File: config.mk
export PLATFORM = sky130hd
export DESIGN_NAME = sram_arbiter
export DESIGN_NICKNAME = d
export VERILOG_FILES = /design/src/rtl/sram_arbiter.sv
export SDC_FILE = /design/constraint.sdc
export NUM_CORES = 1
export LEC_CHECK = 0
export BUFFER_PORTS_ARGS = -buffer_cell sky130_fd_sc_hd__clkbuf_2
export CORE_AREA = 3 3 239 241
export DETAILED_ROUTE_END_ITERATION = 12
export DIE_AREA = 0 0 242 244
export GPL_TIMING_DRIVEN = 1
export PLACE_DENSITY = 0.34
export SLEW_MARGIN = 5
export SYNTH_ARGS = -nofsm -noshare
export SYNTH_HDL_FRONTEND = slang
export SYNTH_SLANG_ARGS = --single-unit
File: constraint.sdc
create_clock -name clk -period 2.9 [get_ports clk]
set_input_delay 0.29 -clock clk [delete_from_list [all_inputs] [get_ports clk]]
set_output_delay 0.29 -clock clk [all_outputs]
set_load 0.03 [all_outputs]
File: src/rtl/sram_arbiter.sv
// Two-master arbiter in front of one SRAM-style slave port.
// Grants are combinational; a tag pipeline steers returning data to the master that issued it.
module sram_arbiter #(
  parameter int unsigned LEN_ADDR   = 64,
  parameter int unsigned LEN_DATA   = 64,
  parameter int unsigned RD_LATENCY = 1,
  parameter int unsigned ARB_MODE   = 0,
  parameter int unsigned MAX_CONSEC = 4
) (
  input  logic                    clk,
  input  logic                    resetn,

  input  logic                    m0_req,
  output logic                    m0_gnt,
  input  logic [LEN_ADDR-1:0]     m0_addr,
  input  logic [LEN_DATA-1:0]     m0_wdata,
  input  logic [LEN_DATA/8-1:0]   m0_wstrb,
  output logic [LEN_DATA-1:0]     m0_rdata,
  output logic                    m0_rvalid,

  input  logic                    m1_req,
  output logic                    m1_gnt,
  input  logic [LEN_ADDR-1:0]     m1_addr,
  input  logic [LEN_DATA-1:0]     m1_wdata,
  input  logic [LEN_DATA/8-1:0]   m1_wstrb,
  output logic [LEN_DATA-1:0]     m1_rdata,
  output logic                    m1_rvalid,

  output logic [LEN_ADDR-1:0]     s_addra,
  output logic [LEN_DATA-1:0]     s_dina,
  input  logic [LEN_DATA-1:0]     s_douta,
  output logic                    s_ena,
  output logic [LEN_DATA/8-1:0]   s_wea
);

  localparam int unsigned LAST_STAGE = RD_LATENCY - 1;

  typedef struct packed {
    logic valid;
    logic owner;  // 1 = m1
  } tag_t;

  // m0_pri: m0 wins when both masters request this cycle
  logic m0_pri;

  generate
    if (ARB_MODE == 0) begin : g_round_robin
      logic last_gnt;  // 1 = m1 was granted last

      always_ff @(posedge clk or negedge resetn) begin
        if (!resetn) begin
          last_gnt <= 1'b1;
        end else if (m0_gnt) begin
          last_gnt <= 1'b0;
        end else if (m1_gnt) begin
          last_gnt <= 1'b1;
        end
      end

      assign m0_pri = last_gnt;
    end else begin : g_fixed_priority
      localparam logic [7:0] MAX_C = 8'(MAX_CONSEC);
      logic [7:0] consec;

      // Counts m0 wins while m1 is kept waiting; m1 gets a turn at the limit
      always_ff @(posedge clk or negedge resetn) begin
        if (!resetn) begin
          consec <= 8'd0;
        end else if (m1_gnt || !m1_req) begin
          consec <= 8'd0;
        end else if (m0_gnt && (consec != MAX_C)) begin
          consec <= consec + 8'd1;
        end
      end

      assign m0_pri = !(m1_req && (consec == MAX_C));
    end
  endgenerate

  assign m0_gnt = resetn & m0_req & (!m1_req | m0_pri);
  assign m1_gnt = resetn & m1_req & (!m0_req | !m0_pri);
  assign s_ena  = m0_gnt | m1_gnt;

  // Slave request mux; idle bus drives zeros
  always_comb begin
    s_addra = '0;
    s_dina  = '0;
    s_wea   = '0;
    if (m0_gnt) begin
      s_addra = m0_addr;
      s_dina  = m0_wdata;
      s_wea   = m0_wstrb;
    end else if (m1_gnt) begin
      s_addra = m1_addr;
      s_dina  = m1_wdata;
      s_wea   = m1_wstrb;
    end
  end

  tag_t tag_q [RD_LATENCY];
  tag_t tag_out;

  // Tag shift register tracks each issued access until its data returns
  always_ff @(posedge clk or negedge resetn) begin
    if (!resetn) begin
      for (int i = 0; i < int'(RD_LATENCY); i++) begin
        tag_q[i] <= '0;
      end
    end else begin
      tag_q[0] <= '{valid: s_ena, owner: m1_gnt};
      for (int i = 1; i < int'(RD_LATENCY); i++) begin
        tag_q[i] <= tag_q[i-1];
      end
    end
  end

  assign tag_out   = tag_q[LAST_STAGE];
  assign m0_rvalid = tag_out.valid & !tag_out.owner;
  assign m1_rvalid = tag_out.valid &  tag_out.owner;
  assign m0_rdata  = m0_rvalid ? s_douta : '0;
  assign m1_rdata  = m1_rvalid ? s_douta : '0;

endmodule

==> impl_metrics.ini, run 1 <==
[logic_synthesis]
synth_top_area_share_pct = 31.16
ys_top_cells_by_area = nand2_1 (31%), o22ai_1 (26%), and2_1 (12%), and3_1 (12%), buf_2 (6.4%)
synth_async_sr_flop_share_pct = 100.0
synth-edff-count = 0
synthTopCellsByCount = nand2_1 (274), o22ai_1 (136), and2_1 (65)
syn-num-nets = 974
ys.flop_type = dfrtp_1
avgSynthCellArea_um2 = 5.206
yosysUniqueCellTypes = 17
ys_seq_elements = 3
syn_inst = 634
yosysWarnings = 0
yosysSeqAreaShare_pct = 2.312
synth_largest_area_cell = nand2_1
syn_area_um2 = 3301
yosysMostFrequentCell = nand2_1

[floorplanning]
start_util_pct = 5.991
io_pins = 609
core_um2 = 55090
dieHeight_um = 244
rows = 86
die_w_um = 242
dieArea_um2 = 59050

[critical_path]
worstSetupPathType = reg2out
rrSetupSlack_ns = 1.41
cp_data_required_time_ns = 2.61
worst-path-max-fanout = 31
critPathLaunchType = flop
crit_arrival_ns = 1.92
cp-end-kind = output pin

[sta]
layout_worst_path_cycle_share_pct = 76.29
max_slew_margin_pct = 64.83
drv_slew = 0
fin_skew_ns = 0.0001018
hold_slack_ns = 0.2855
hold_violations = 0
rsz0062_at_grt = no
worstMarginPinSlew_ns = 0.5275
setup_viol = 0
fmax_mhz = 452.0
min_period_ns = 2.212
worst_slack_ns = 0.6876
fin_tns_setup_ns = 0

[placed_design]
gp_congestion = 0.9191
hpwlAfterDp_um = 22440
preCtsSetupSlack_ns = 0.8564
port_buffers = 608

[layout]
drive_gt1_share_pct = 53.90
syn2layout_area_growth_pct = 118.1
nets = 1532
antenna_cells = 0

[route]
num_vias = 6661
drt-pass1-iter-count = 4
viasPerCell = 3.435
drt-initial-drc-count = 182
post_drt_wl_per_cell_um = 13.48
drc = 0
wirelength_um = 26140
ant_nets = 0

[clocking]
clock_sinks = 3
cts_buffer_depth = 2
root_buffer = clkbuf_16
cts_tree = yes
clock_latency_ns = 0.22
cts_made_buffers = 3
postCtsSetupRepairBufs = 0
postCtsHoldBufs = 0
htreeDepth = 1
cts_resized = 0
clk_pin_slew_worst_paths_ns = 0.03

[global_routing]
grt_pass1_vias = 6550
grt-ovfl-total = 0
grt_max_degree = 66
grt_antenna_before_repair = 3
grt_use_total_pct = 8.008
grt_first_pass_wirelength_um = 37420

[power_and_ir_drop]
irDropWorstVdd_uv = 180.3
power_density_nw_per_um2 = 247.2
leakagePower_nw = 4.216
fin_total_pwr_w = 0.001780

[worst_hold_path]
min_path_type = in2async

[flow_run]
maxCapViolCount = 0

[run_status]
status = completed
-- per-stage QoR --
| stage | cells | util (%) | instance area, um2 |
|---|---|---|---|
| detailed placement | 1935 | 12.92 | 7119 |
| global placement | 1935 | 12.92 | 7119 |
| finish | 1939 | 13.07 | 7198 |
| floorplan | 634 | - | 3301 |
| global route | 1939 | 13.07 | 7198 |
| CTS | 1939 | 13.07 | 7198 |
-- final timing paths --
kind	startpoint	end	cells past startpoint
max	g_round_robin.last_gnt	s_dina[8]	5
min	resetn	g_round_robin.last_gnt	1
max reg2reg	g_round_robin.last_gnt	tag_out[0]	4
min reg2reg	g_round_robin.last_gnt	g_round_robin.last_gnt	2
max in group asynchronous	resetn	tag_out[1]	2
min in group clk	m0_req	g_round_robin.last_gnt	2
-- sequential cells by signal, indices dropped and copies added, names as in the netlist --
register,flops
tag_out,2
g_round_robin.last_gnt,1
-- report_power, final --
part           internal (W)  leakage (nW)  total [W]  switching, W
clock network      0.000182        0.0382   0.000221     0.0000391
registers         0.0000489        0.0360  0.0000539    0.00000500
logic              0.000511          4.14    0.00150      0.000994
-- worst max-delay path: stages (launching register included) --
cell,delay [ns]
dfstp_2,0.56
nand2_1,0.10
nand2_4,0.36
buf_12,0.26
o22ai_1,0.16
clkbuf_2,0.24
-- logic make-up after synthesis --
family                 count (synthesis)  share of synthesized area (%)
and+or+nand+nor                      408                          56.25
AOI/OAI and AO/OA                    139                          26.38
buffers and inverters                 84                          15.05
DFF                                    3                          2.313
-- routing by layer --
| metal | routed length, um | GRT usage [%] |
|---|---|---|
| met1 | 9200 | 8.062 |
| met2 | 13900 | 16.03 |
| met3 | 2298 | 1.985 |
| met4 | 718 | 2.440 |
| met5 | 26 | 0 |
-- layout by cell type (no fill, tap or decap), drive strengths merged --
cell type,netlist,routed
inv,2,2
dfrtp,2,2
nor2b,1,1
and3,64,64
clkbuf,22,612
and2,65,65
buf,60,27
nor2,4,4
dfstp,1,1
o22ai,136,136
o21ai,1,1
nand2,274,274
a31oi,1,1
a21oi,1,1
-- final cells by class --
cell class	instances	area, um2
Fill cell	6540	47890
Tap cell	748	935.9
Timing Repair Buffer	635	3354
Multi-Input combinational cell	547	2745
Inverter	2	7.507
Sequential cell	3	76.32
Clock buffer	4	78.83
Power figures use the tool's default switching activity.
==> run 2: changes to the inputs <==
--- a/config.mk
+++ b/config.mk
@@ -6,11 +6,11 @@
 export NUM_CORES = 1
 export LEC_CHECK = 0
 export BUFFER_PORTS_ARGS = -buffer_cell sky130_fd_sc_hd__clkbuf_2
-export CORE_AREA = 3 3 239 241
+export CORE_AREA = 3 3 238 240
 export DETAILED_ROUTE_END_ITERATION = 12
-export DIE_AREA = 0 0 242 244
+export DIE_AREA = 0 0 241 243
 export GPL_TIMING_DRIVEN = 1
-export PLACE_DENSITY = 0.34
+export PLACE_DENSITY = 0.35
 export SLEW_MARGIN = 5
 export SYNTH_ARGS = -nofsm -noshare
 export SYNTH_HDL_FRONTEND = slang
==> constraint.sdc (replaced) <==
create_clock -name clk -period 1.9 [get_ports clk]
set_input_delay 0.19 -clock clk [delete_from_list [all_inputs] [get_ports clk]]
set_output_delay 0.19 -clock clk [all_outputs]
set_load 0.03 [all_outputs]
==> impl_metrics.ini, run 2 (same netlist as run 1, synthesis figures left out) <==
[run_status]
status = finished with violations
failed_checks = setup timing

[clocking]
htreeDepth = 1
clk_pin_slew_worst_paths_ns = 0.03
clock_sinks = 3
clock_latency_ns = 0.23
root_buffer = clkbuf_16
cts_tree = yes
cts_buffer_depth = 2
cts_made_buffers = 3

[critical_path]
worst-path-max-fanout = 31
critPathLaunchType = flop
cpMaxStageDelayCell = dfstp_2
r2r-start = g_round_robin.last_gnt
cp-end-kind = output pin
cp_cell_sequence = o21ai_4 -> buf_12 -> buf_16 -> o22ai_1 -> buf_4
r2r-end = tag_out[0]
rrSetupSlack_ns = 0.53
cpPeakStageDelay_ns = 0.56
worstSetupPathType = reg2out
crit_arrival_ns = 1.77
crit_start = g_round_robin.last_gnt
cp_data_required_time_ns = 1.71
worstRegToRegCells = 4

[floorplanning]
start_util_pct = 6.015
rows = 86
dieArea_um2 = 58560
io_pins = 609
die_w_um = 241
core_um2 = 54880
dieHeight_um = 243

[placed_design]
hpwlAfterDp_um = 28260
gp_congestion = 0.8783
port_buffers = 608

[sta]
worst_slack_ns = -0.05877
min_period_ns = 1.959
fmax_mhz = 510.5
rsz0062_at_grt = yes
hold_violations = 0
max_slew_margin_pct = 77.55
hold_slack_ns = 0.1582
setup_viol = 18
drv_slew = 0
layout_worst_path_cycle_share_pct = 103.1
fin_skew_ns = 0.002250
worstMarginPinSlew_ns = 0.3367

[layout]
layout_common_cells = clkbuf_2 (504), nand2_1 (273), o22ai_1 (89)
fin_util_pct = 14.84
nets = 1538
syn2layout_area_growth_pct = 146.8
nFillCells = 6441
final_common_cell = clkbuf_2
drive_gt1_share_pct = 58.06
largest_reg_flops = 2

[global_routing]
grt_antenna_before_repair = 15
grt_use_total_pct = 9.967
grt_pass1_vias = 6609
grt-ovfl-total = 0
grt_first_pass_wirelength_um = 43500
grt_max_degree = 66

[route]
post_drt_wl_per_cell_um = 18.04
num_vias = 6900
viasPerCell = 3.622
drc = 0
ant_nets = 0
drt-initial-drc-count = 182
drt-pass1-iter-count = 4
wirelength_um = 34370

[power_and_ir_drop]
power_density_nw_per_um2 = 390.4
leakagePower_nw = 4.491
irDropWorstVdd_uv = 199.3
fin_total_pwr_w = 0.003180

[worst_hold_path]
min_path_type = in2async

[flow_run]
maxCapViolCount = 0
## run 2: cell types whose count changed in the layout (fill, tap and decap cells not counted), sizes merged
cell	delta
diode	+4
buf	+92
clkbuf	-86
## run 2: final cells by class
cell class / instances / area, um2 / share of cell area, %
repair buffers: 641 / 3935 / 48.31
multi-input cells: 547 / 3157 / 38.76
well taps: 704 / 880.8 / 10.81
clock buffers: 4 / 78.83 / 0.9677
flip-flops and latches: 3 / 76.32 / 0.9370
diodes: 4 / 10.01 / 0.1229
inverters: 2 / 7.507 / 0.09217
## run 2: what timing repair did
| item | CTS | global route |
|---|---|---|
| gates cloned | 0 | 5 |
| gates resized for setup | 81 | 236 |
| setup endpoints to repair | 57 | 97 |
| setup buffers | 0 | 1 |
| hold buffers | 0 | 0 |
| pin swaps | 1 | 13 |
## run 2: metal layers
metal  wire length [um]  vias to the layer above  part of all wire, %  track usage, %
met1              12160                     3104                   35           9.813
met4                872                       10                  2.5           2.109
met5                 62                        -                 0.18               0
met2              17960                      431                   52           20.10
met3               3318                       55                  9.7           2.943
li1                   -                     3300                    -               -
## run 2: critical path, delay by kind of cell, from the launching register on
kind                   cells  cell delay (ns)
DFF                        1             0.56
AOI/OAI and AO/OA          2             0.32
buffers and inverters      3             0.57
## run 2: how the worst max path moves through the flow
stage                     slack [ns]           to  cells past startpoint
after floorplan                 0.31   s_dina[23]                      4
after global placement         -0.08    s_dina[4]                      5
after detailed placement       -0.06    s_dina[4]                      5
after CTS                      -0.04    s_dina[6]                      5
after global routing           -0.07  s_addra[18]                      5
final                          -0.06  s_addra[31]                      5
## run 2: through the flow
| stage | setup TNS (ns) | worst slack (ns) | instances | area, um2 |
|---|---|---|---|---|
| 6_report | -0.2766 | -0.05877 | 1905 | 8145 |
| 5_1_grt | -2.762 | -0.06988 | 1903 | 8140 |
| 4_1_cts | -0.4250 | -0.04166 | 1895 | 7473 |
| 3_5_place_dp | -0.06199 | -0.06199 | 1891 | 7097 |
| 3_3_place_gp | -0.08026 | -0.08026 | 1891 | 7097 |
| 2_1_floorplan | 0 | 0.3072 | 634 | 3301 |
## run 2: report_power, final
group	total [W]	switching [W]	internal (W)	leakage, nW
registers	0.0000860	0.0000113	0.0000746	0.0360
logic	0.00275	0.00171	0.00104	4.42
clock network	0.000344	0.0000660	0.000278	0.0382
total	0.00318	0.00179	0.00139	4.49
==> run 3: changes to the inputs <==
--- a/config.mk
+++ b/config.mk
@@ -11,6 +11,7 @@
 export DIE_AREA = 0 0 241 243
 export GPL_TIMING_DRIVEN = 1
 export PLACE_DENSITY = 0.35
+export SETUP_SLACK_MARGIN = 0.02
 export SLEW_MARGIN = 5
 export SYNTH_ARGS = -nofsm -noshare
 export SYNTH_HDL_FRONTEND = slang
==> impl_metrics.ini, run 3 (same netlist as run 1, synthesis figures left out) <==
[route]
drc = 0
drt-initial-drc-count = 201
ant_nets = 0
drt-pass1-iter-count = 4
num_vias = 6901
post_drt_wl_per_cell_um = 18.01
wirelength_um = 34320
viasPerCell = 3.623

[critical_path]
rrSetupSlack_ns = 0.54
cp_data_required_time_ns = 1.71
cpMaxStageDelayCell = dfstp_2
worst-path-max-fanout = 31
worstRegToRegCells = 4
cp-end-kind = output pin
cp_cell_sequence = o21ai_4 -> buf_12 -> buf_16 -> o22ai_1 -> clkbuf_4
critPathLaunchType = flop
cpPeakStageDelay_ns = 0.56
r2r-end = tag_out[0]
r2r-start = g_round_robin.last_gnt
crit_arrival_ns = 1.73
worstSetupPathType = reg2out

[layout]
largest_reg_flops = 2
drive_gt1_share_pct = 56.61
fin_cells = 1905
nFillCells = 6450
stdcell_area_um2 = 7993
final_common_cell = clkbuf_2
syn2layout_area_growth_pct = 142.2
layout_common_cells = clkbuf_2 (507), nand2_1 (273), o22ai_1 (106)
nets = 1537
fin_util_pct = 14.56

[placed_design]
dp_cells = 1891
gp_congestion = 0.8783
hpwlAfterDp_um = 28260
place_area_um2 = 7097
port_buffers = 608

[flow_run]
maxCapViolCount = 0

[sta]
fmax_mhz = 519.9
min_period_ns = 1.923
setup_viol = 11
hold_violations = 0
fin_skew_ns = 0.002231
worst_slack_ns = -0.02350
layout_worst_path_cycle_share_pct = 101.2
rsz0062_at_grt = yes
worstMarginPinSlew_ns = 0.3078
hold_slack_ns = 0.1584
max_slew_margin_pct = 79.48
drv_slew = 0

[power_and_ir_drop]
irDropWorstVdd_uv = 197.8
pwr-share-seq_pct = 2.8
power_density_nw_per_um2 = 389.9
leakagePower_nw = 4.450
power_switching_share_pct = 56.24
power.switching_w = 0.001753
clockPowerShare_pct = 11.0
internal-power_w = 0.001364
fin_total_pwr_w = 0.003116
pwr-share-comb_pct = 86.2

[floorplanning]
io_pins = 609
dieHeight_um = 243
rows = 86
core_um2 = 54880
start_util_pct = 6.015
die_w_um = 241
dieArea_um2 = 58560

[clocking]
root_buffer = clkbuf_16
cts_made_buffers = 3
cts_buffer_depth = 2
htreeDepth = 1
cts_tree = yes
clock_sinks = 3
clk_pin_slew_worst_paths_ns = 0.03
postCtsSetupRepairBufs = 0
postCtsHoldBufs = 0
clock_latency_ns = 0.23

[global_routing]
grt_max_degree = 66
grt_use_total_pct = 10.14
grt_first_pass_wirelength_um = 44160
grt_antenna_before_repair = 17
grt-ovfl-total = 0
grt_pass1_vias = 6676

[run_status]
status = finished with violations
failed_checks = setup timing

[worst_hold_path]
min_path_type = in2async
## run 3: changes by cell type in the layout (fill, tap and decap cells not counted), moves of 5 or more
cell and change:
buf_2 -5, buf_6 -18, clkbuf_8 +12, o22ai_2 -10, buf_4 -11, o22ai_4 -7, clkbuf_4 +18, o22ai_1 +17
## run 3: area by class of cell
class	instances	area [um2]	area share, %
clock buffers	4	78.83	0.9862
inverters	2	7.507	0.09393
well taps	704	880.8	11.02
diodes	5	12.51	0.1565
multi-input cells	547	3007	37.62
flip-flops and latches	3	76.32	0.9549
repair buffers	640	3930	49.17
## run 3: power by group through the flow
stage / clock network, W / registers (W) / logic, W
after global placement: 0 / 0.0000868 / 0.00238
after global routing: 0.000354 / 0.0000877 / 0.00287
after floorplan: 0 / 0.0000806 / 0.00144
final: 0.000344 / 0.0000861 / 0.00269
after CTS: 0.000350 / 0.0000862 / 0.00257
after detailed placement: 0 / 0.0000866 / 0.00237
## run 3: stage by stage
stage | worst slack, ns | TNS, ns
after floorplan | 0.3072 | 0
final | -0.02350 | -0.07670
after global routing | -0.05907 | -3.639
after CTS | -0.03312 | -0.2760
after detailed placement | -0.06199 | -0.06199
after global placement | -0.08026 | -0.08026
## run 3: timing repair
action / 4_1_cts / 5_1_grt
endpoints found under the setup margin: 79 / 123
cloned: 1 / 4
gates resized for setup: 133 / 109
pin swaps: 1 / 3
## run 3: worst max path at each step
stage                      startpoint           to  depth (start not counted)
6_report       g_round_robin.last_gnt  s_addra[15]                          5
3_5_place_dp   g_round_robin.last_gnt    s_dina[4]                          5
4_1_cts        g_round_robin.last_gnt    s_dina[9]                          5
3_3_place_gp   g_round_robin.last_gnt    s_dina[4]                          5
2_1_floorplan  g_round_robin.last_gnt   s_dina[23]                          4
5_1_grt        g_round_robin.last_gnt  s_addra[60]                          5
## run 3: per-layer routing
metal / global-route usage [%] / share of wire, % / routed length, um
met4: 2.232 / 2.3 / 774
met3: 2.943 / 9.6 / 3299
met1: 9.991 / 35 / 12080
met2: 20.44 / 53 / 18100
met5: 0 / 0.18 / 63
## run 3: worst max-delay path, delay by kind of cell (launching register included)
family                 cells  cell delay, ns
AO/OA/AOI/OAI              2            0.27
buffers and inverters      3            0.58
flip-flops                 1            0.56
